===== config.mk =====
export PLATFORM = sky130hd
export DESIGN_NAME = cpu_run_controller
export DESIGN_NICKNAME = d
export VERILOG_FILES = /design/src/rtl/cpu_run_controller_pkg.sv /design/src/rtl/cpu_run_controller_button_edge.sv /design/src/rtl/cpu_run_controller.sv
export SDC_FILE = /design/constraint.sdc
export NUM_CORES = 1
export LEC_CHECK = 0
export CELL_PAD_IN_SITES_DETAIL_PLACEMENT = 0
export CELL_PAD_IN_SITES_GLOBAL_PLACEMENT = 2
export CORE_MARGIN = 5
export CORE_UTILIZATION = 30
export DETAILED_ROUTE_END_ITERATION = 10
export PLACE_DENSITY = 0.83
export RECOVER_POWER = 50
export SYNTH_ARGS = -nofsm -noshare
export SYNTH_HDL_FRONTEND = slang
export SYNTH_SLANG_ARGS = --single-unit

===== constraint.sdc =====
create_clock -name clkX4 -period 5.25 [get_ports clkX4]
set_input_delay 1.575 -clock clkX4 [delete_from_list [all_inputs] [get_ports clkX4]]
set_output_delay 1.575 -clock clkX4 [all_outputs]
set_load 0.1 [all_outputs]

===== src/rtl/cpu_run_controller_pkg.sv =====
// Shared types and constants for the CPU run controller and its button front end.
package cpu_run_controller_pkg;

  typedef enum logic [2:0] {
    CS_RESET_HOLD,
    CS_IDLE,
    CS_RUN,
    CS_STEP,
    CS_HALTED
  } ControllerState;

  localparam int CPU_PHASES = 4;

  // Saturating increment so the cycle counter sticks at all-ones instead of wrapping.
  function automatic logic [31:0] sat_inc32(input logic [31:0] v);
    return (v == '1) ? v : v + 32'd1;
  endfunction

endpackage


===== src/rtl/cpu_run_controller_button_edge.sv =====
// Board button front end: 2-flop synchroniser, stable-count debounce and a
// one-cycle pulse on each accepted rising edge.
module button_edge #(
  parameter int DEBOUNCE_CYCLES = 16
) (
  input  logic clk,
  input  logic rst,
  input  logic btn,
  output logic press
);

  localparam int CW = $clog2(DEBOUNCE_CYCLES + 1);

  logic          sync0;
  logic          sync1;
  logic          stable;
  logic [CW-1:0] cnt;

  // The synchronised level must differ from the accepted level for
  // DEBOUNCE_CYCLES consecutive samples before it is taken; any bounce restarts the count.
  always_ff @(posedge clk) begin
    if (rst) begin
      sync0  <= 1'b0;
      sync1  <= 1'b0;
      stable <= 1'b0;
      cnt    <= '0;
      press  <= 1'b0;
    end else begin
      sync0 <= btn;
      sync1 <= sync0;
      press <= 1'b0;
      if (sync1 == stable) begin
        cnt <= '0;
      end else if (cnt == CW'(DEBOUNCE_CYCLES - 1)) begin
        stable <= sync1;
        cnt    <= '0;
        press  <= sync1;
      end else begin
        cnt <= cnt + 1'b1;
      end
    end
  end

endmodule


===== src/rtl/cpu_run_controller.sv =====
// Run/pause/step/restart sequencer for the single-cycle CPU: derives the CPU
// clock-enable pulse from clkX4, holds the CPU in reset and counts executed cycles.
module cpu_run_controller
  import cpu_run_controller_pkg::*;
#(
  parameter int PHASES          = CPU_PHASES,
  parameter int DEBOUNCE_CYCLES = 16,
  parameter int RST_HOLD_CYCLES = 8,
  parameter int MAX_CYCLES      = 0
) (
  input  logic                      clkX4,
  input  logic                      rst,
  input  logic                      btnC,
  input  logic                      btnU,
  input  logic                      btnD,
  input  logic                      cpuHaltReq,
  output logic                      cpuRst,
  output logic                      cpuClkEn,
  output logic [$clog2(PHASES)-1:0] cpuPhase,
  output ControllerState            runState,
  output logic [31:0]               cycleCount
);

  localparam int PW = $clog2(PHASES);
  localparam int HW = $clog2(RST_HOLD_CYCLES + 1);

  ControllerState state_q, state_d;
  logic [PW-1:0]  phase_q;
  logic [HW-1:0]  hold_q;
  logic           pause_q;
  logic [31:0]    count_q;
  logic           press_c, press_u, press_d;
  logic           in_cycle, pulse, halt_now;

  button_edge #(.DEBOUNCE_CYCLES(DEBOUNCE_CYCLES)) u_btn_c (
    .clk(clkX4), .rst(rst), .btn(btnC), .press(press_c));
  button_edge #(.DEBOUNCE_CYCLES(DEBOUNCE_CYCLES)) u_btn_u (
    .clk(clkX4), .rst(rst), .btn(btnU), .press(press_u));
  button_edge #(.DEBOUNCE_CYCLES(DEBOUNCE_CYCLES)) u_btn_d (
    .clk(clkX4), .rst(rst), .btn(btnD), .press(press_d));

  assign in_cycle = (state_q == CS_RUN) || (state_q == CS_STEP);
  assign pulse    = in_cycle && (phase_q == PW'(PHASES - 1));
  // count_q is the value before this pulse's increment, hence the -1.
  assign halt_now = cpuHaltReq ||
                    ((MAX_CYCLES != 0) && (count_q >= 32'(MAX_CYCLES - 1)));

  always_comb begin
    state_d = state_q;
    case (state_q)
      CS_RESET_HOLD: if (hold_q == HW'(RST_HOLD_CYCLES - 1)) state_d = CS_IDLE;
      CS_IDLE: begin
        if (press_c || press_u) begin
          if (cpuHaltReq)   state_d = CS_HALTED;
          else if (press_c) state_d = CS_RUN;
          else              state_d = CS_STEP;
        end
      end
      CS_RUN: begin
        if (pulse) begin
          if (halt_now)                state_d = CS_HALTED;
          else if (pause_q || press_c) state_d = CS_IDLE;
        end
      end
      CS_STEP:   if (pulse) state_d = halt_now ? CS_HALTED : CS_IDLE;
      CS_HALTED: state_d = CS_HALTED;
      default:   state_d = CS_RESET_HOLD;
    endcase
    if (press_d) state_d = CS_RESET_HOLD;
  end

  always_ff @(posedge clkX4) begin
    if (rst) begin
      state_q <= CS_RESET_HOLD;
      phase_q <= '0;
      hold_q  <= '0;
      pause_q <= 1'b0;
      count_q <= '0;
    end else begin
      state_q <= state_d;
      // Any state change (entry, exit or restart) restarts the phase at 0.
      phase_q <= (in_cycle && (state_d == state_q)) ? phase_q + 1'b1 : '0;
      hold_q  <= ((state_q == CS_RESET_HOLD) && (state_d == CS_RESET_HOLD) && !press_d)
                 ? hold_q + 1'b1 : '0;
      pause_q <= (state_q == CS_RUN) && (state_d == CS_RUN) && (pause_q || press_c);
      if (state_d == CS_RESET_HOLD) count_q <= '0;
      else if (pulse)               count_q <= sat_inc32(count_q);
    end
  end

  assign cpuRst     = (state_q == CS_RESET_HOLD);
  assign cpuClkEn   = pulse;
  assign cpuPhase   = phase_q;
  assign runState   = state_q;
  assign cycleCount = count_q;

endmodule


==> results_dict.tcl <==
set metrics [dict create \
    status "finished, final reports clean" \
    syn_inst 337 \
    hold_viol 0 \
    relSlewSlack_pct 1.593 \
    die_x_um 112.1 \
    io_buffers 44 \
    avgSynthCellArea_um2 9.271 \
    period_share_pct 78.01 \
    fin_crit_ps 4095 \
    startpoint_type "input pin" \
    synth-seq-cells 69 \
    vdd.ir_drop.worst_v 0.0001693 \
    crit_type "input pin to register" \
    rsz0062_at_grt "no" \
    setup_viol 0 \
    area_growth_pct 24.99 \
    endpoint_kind "register" \
    required_ps 5420 \
    final.setup.tns_ps 0 \
    cts.clk_slew.worst_paths_ps 70 \
    worstPathCellList "dlygate4sd3_1 > nor3_1 > o31a_1 > nor3_4 > clkbuf_1 > nor3_1" \
    final_cells 522 \
    finalMaxSlewViolations 0 \
    numCtsBuffers 9 \
    clock_latency_ps 350 \
    syn-cell-area_mm2 0.003124 \
    drtIter0Drc 96 \
    crit_slowest_cell "clkbuf_1" \
    worstHoldPathType "register to register" \
    clock_skew_ps 14.17 \
    grt_first_pass_wirelength_um 11910 \
    rrSetupSlack_ps 2380 \
    drive_above_1_share_pct 8.549 \
    drc 0 \
    cts.repair.resized 0 \
    max-cap-violations 0 \
    grt_antenna_before_repair 0 \
    h-tree-depth 3 \
    core_area_mm2 0.01023 \
    overflow 0 \
    cts_sinks 69 \
    start_util_pct 30.54 \
    first_global_vias 2490 \
    worst_pin_slew_ps 1476 \
    num_rows 37 \
    nets 396 \
    wire_per_inst_um 13.30 \
    post-dp-hpwl_um 4893 \
    grt_max_degree 33 \
    antenna_cells 0 \
    cts_hold_buf 0 \
    cts_root_buf "clkbuf_8" \
    via_count 2561 \
    via_per_inst 4.906 \
    synth_seq_area_share_pct 44.21 \
    cp_slowest_stage_delay_ps 1090 \
    p_leak_nw 1.238 \
    wl_um 6940 \
    p_per_area_mw_per_mm2 267.8 \
    timing.fmax_ghz 0.2442 \
    yosys_warnings 0 \
    drtAntennaViolNets 0 \
    crit_top_cell "nor3_1" \
    cts_tree "yes" \
    cp.arrival_ps 4260 \
    critPathMaxFanout 32 \
    dp.cells 506 \
    ios 45 \
    grt_use_total_pct 11.47 \
    die_h_um 112.1 \
    syn_nets 352 \
    clk_path_buf_depth 2 \
    gp_congestion 0.7819 \
    cts_setup_buffers 0 \
    yosysUniqueCellTypes 48 \
    drt-pass1-iter-count 4 \
    die_area_mm2 0.01256 \
]
==> logic make-up (layout without fill, tap and decap cells) <==
| family | after synthesis | count (layout) | share of synthesized area [%] |
|---|---|---|---|
| flip-flops | 69 | 69 | 44.21 |
| XOR/XNOR | 31 | 31 | 8.690 |
| AO/OA/AOI/OAI | 45 | 45 | 10.57 |
| adder cells (fa/ha/maj) | 9 | 9 | 3.604 |
| multiplexers | 4 | 4 | 1.282 |
| buffers and inverters | 26 | 75 | 3.724 |
| AND/OR/NAND/NOR | 153 | 153 | 27.91 |
==> state kept, by name, summed over array words and instances (netlist names), 2 cells and up <==
register and flops:
cpuPhase 2, u_btn_c.cnt 5, u_btn_u.cnt 5, runState 3, u_btn_d.cnt 5, cycleCount 32, hold_q 4
==> worst paths after layout <==
check                startpoint              to  cells after the start
setup / recovery            rst  cycleCount[10]                      6
hold / removal    u_btn_u.sync0   u_btn_u.sync1                      1
setup reg to reg    runState[1]  cycleCount[10]                      6
hold reg to reg   u_btn_u.sync0   u_btn_u.sync1                      1
==> cell type report <==
type                            instances  area [um^2]
Timing Repair Buffer                   45        444.2
Tap cell                              136        170.2
Clock buffer                           10        137.6
Multi-Input combinational cell        242         1633
Inverter                               14        52.55
Sequential cell                        69         1381
Clock inverter                          6        86.33
Fill cell                            1020         6326
==> stage by stage <==
step / util (%) / total power, W / setup slack, ps / instance area (um^2) / hold WS, ps
6_report: 38.17 / 0.001046 / 1155 / 3905 / 438.3
5_1_grt: 38.17 / 0.001082 / 827.7 / 3905 / 460.6
4_1_cts: 38.20 / 0.001058 / 1152 / 3909 / 442.9
3_5_place_dp: 36.02 / 0.0005684 / 1539 / 3685 / 425.5
3_3_place_gp: 36.02 / 0.0005678 / 1578 / 3685 / 418.2
2_1_floorplan: - / 0.0005594 / 591.3 / 3124 / 413.8
==> Yosys cell counts, drive strengths merged <==
| master | instances | area share [%] |
|---|---|---|
| or3 | 8 | 1.6 |
| o31a | 3 | 0.84 |
| dfxtp | 69 | 44 |
| mux2i | 4 | 1.3 |
| nor2 | 55 | 6.7 |
| nand2 | 8 | 0.96 |
| and4b | 1 | 0.32 |
| a211oi | 8 | 2.4 |
| nand4b | 2 | 0.56 |
| nor4b | 2 | 0.76 |
| nand3 | 13 | 2.1 |
| xnor2 | 21 | 5.9 |
| o31ai | 5 | 1.6 |
| xor2 | 10 | 2.8 |
| o32a | 1 | 0.32 |
| ha | 9 | 3.6 |
| o221a | 1 | 0.36 |
| buf | 10 | 1.8 |
| a41oi | 1 | 0.28 |
| a21oi | 10 | 1.6 |
| nor4bb | 3 | 0.96 |
| and3 | 6 | 1.2 |
| o21ai | 9 | 1.4 |
| nor4 | 10 | 2.4 |
| clkbuf | 2 | 0.24 |
| inv | 14 | 1.7 |
| or4 | 6 | 1.4 |
| o311ai | 1 | 0.28 |
| nor2b | 7 | 1.4 |
| o21a | 2 | 0.48 |
| o211ai | 3 | 0.72 |
| nand2b | 1 | 0.20 |
| or2 | 2 | 0.40 |
| nor3 | 16 | 3.0 |
| and4 | 2 | 0.56 |
| a31oi | 1 | 0.20 |
| nand4 | 10 | 2.7 |
| nand3b | 1 | 0.64 |
==> layer usage <==
| metal | vias up | part of all wire, % | wire, um | global-route usage, % |
|---|---|---|---|---|
| met4 | 0 | 2.0 | 138 | 5.208 |
| met5 | - | 0 | 0 | 0 |
| met1 | 1199 | 47 | 3233 | 14.35 |
| li1 | 1301 | - | - | - |
| met2 | 49 | 46 | 3189 | 18.19 |
| met3 | 12 | 5.4 | 378 | 3.504 |
==> worst max-delay path, delay by kind of cell <==
kind,cells,cell delay [ps]
compound gates,1,190
simple gates,3,480
buf+inv,2,2000
==> power breakdown <==
group / switching [W] / total (W) / leakage, nW / internal, W
sequential: 0.00000390 / 0.000533 / 0.558 / 0.000529
clock: 0.000211 / 0.000490 / 0.112 / 0.000280
combinational: 0.0000128 / 0.0000229 / 0.568 / 0.0000101
==> placed cells by master (no fill, tap or decap), drive strengths merged, types with 7 or more instances in the layout <==
master	instances
dfxtp	69
nor2	55
clkdlybuf4s50	43
xnor2	21
nor3	16
inv	14
nand3	13
clkbuf	11
a21oi	10
xor2	10
nor4	10
nand4	10
ha	9
o21ai	9
nand2	8
or3	8
a211oi	8
nor2b	7
No activity file was read; power rests on OpenSTA's default activity.
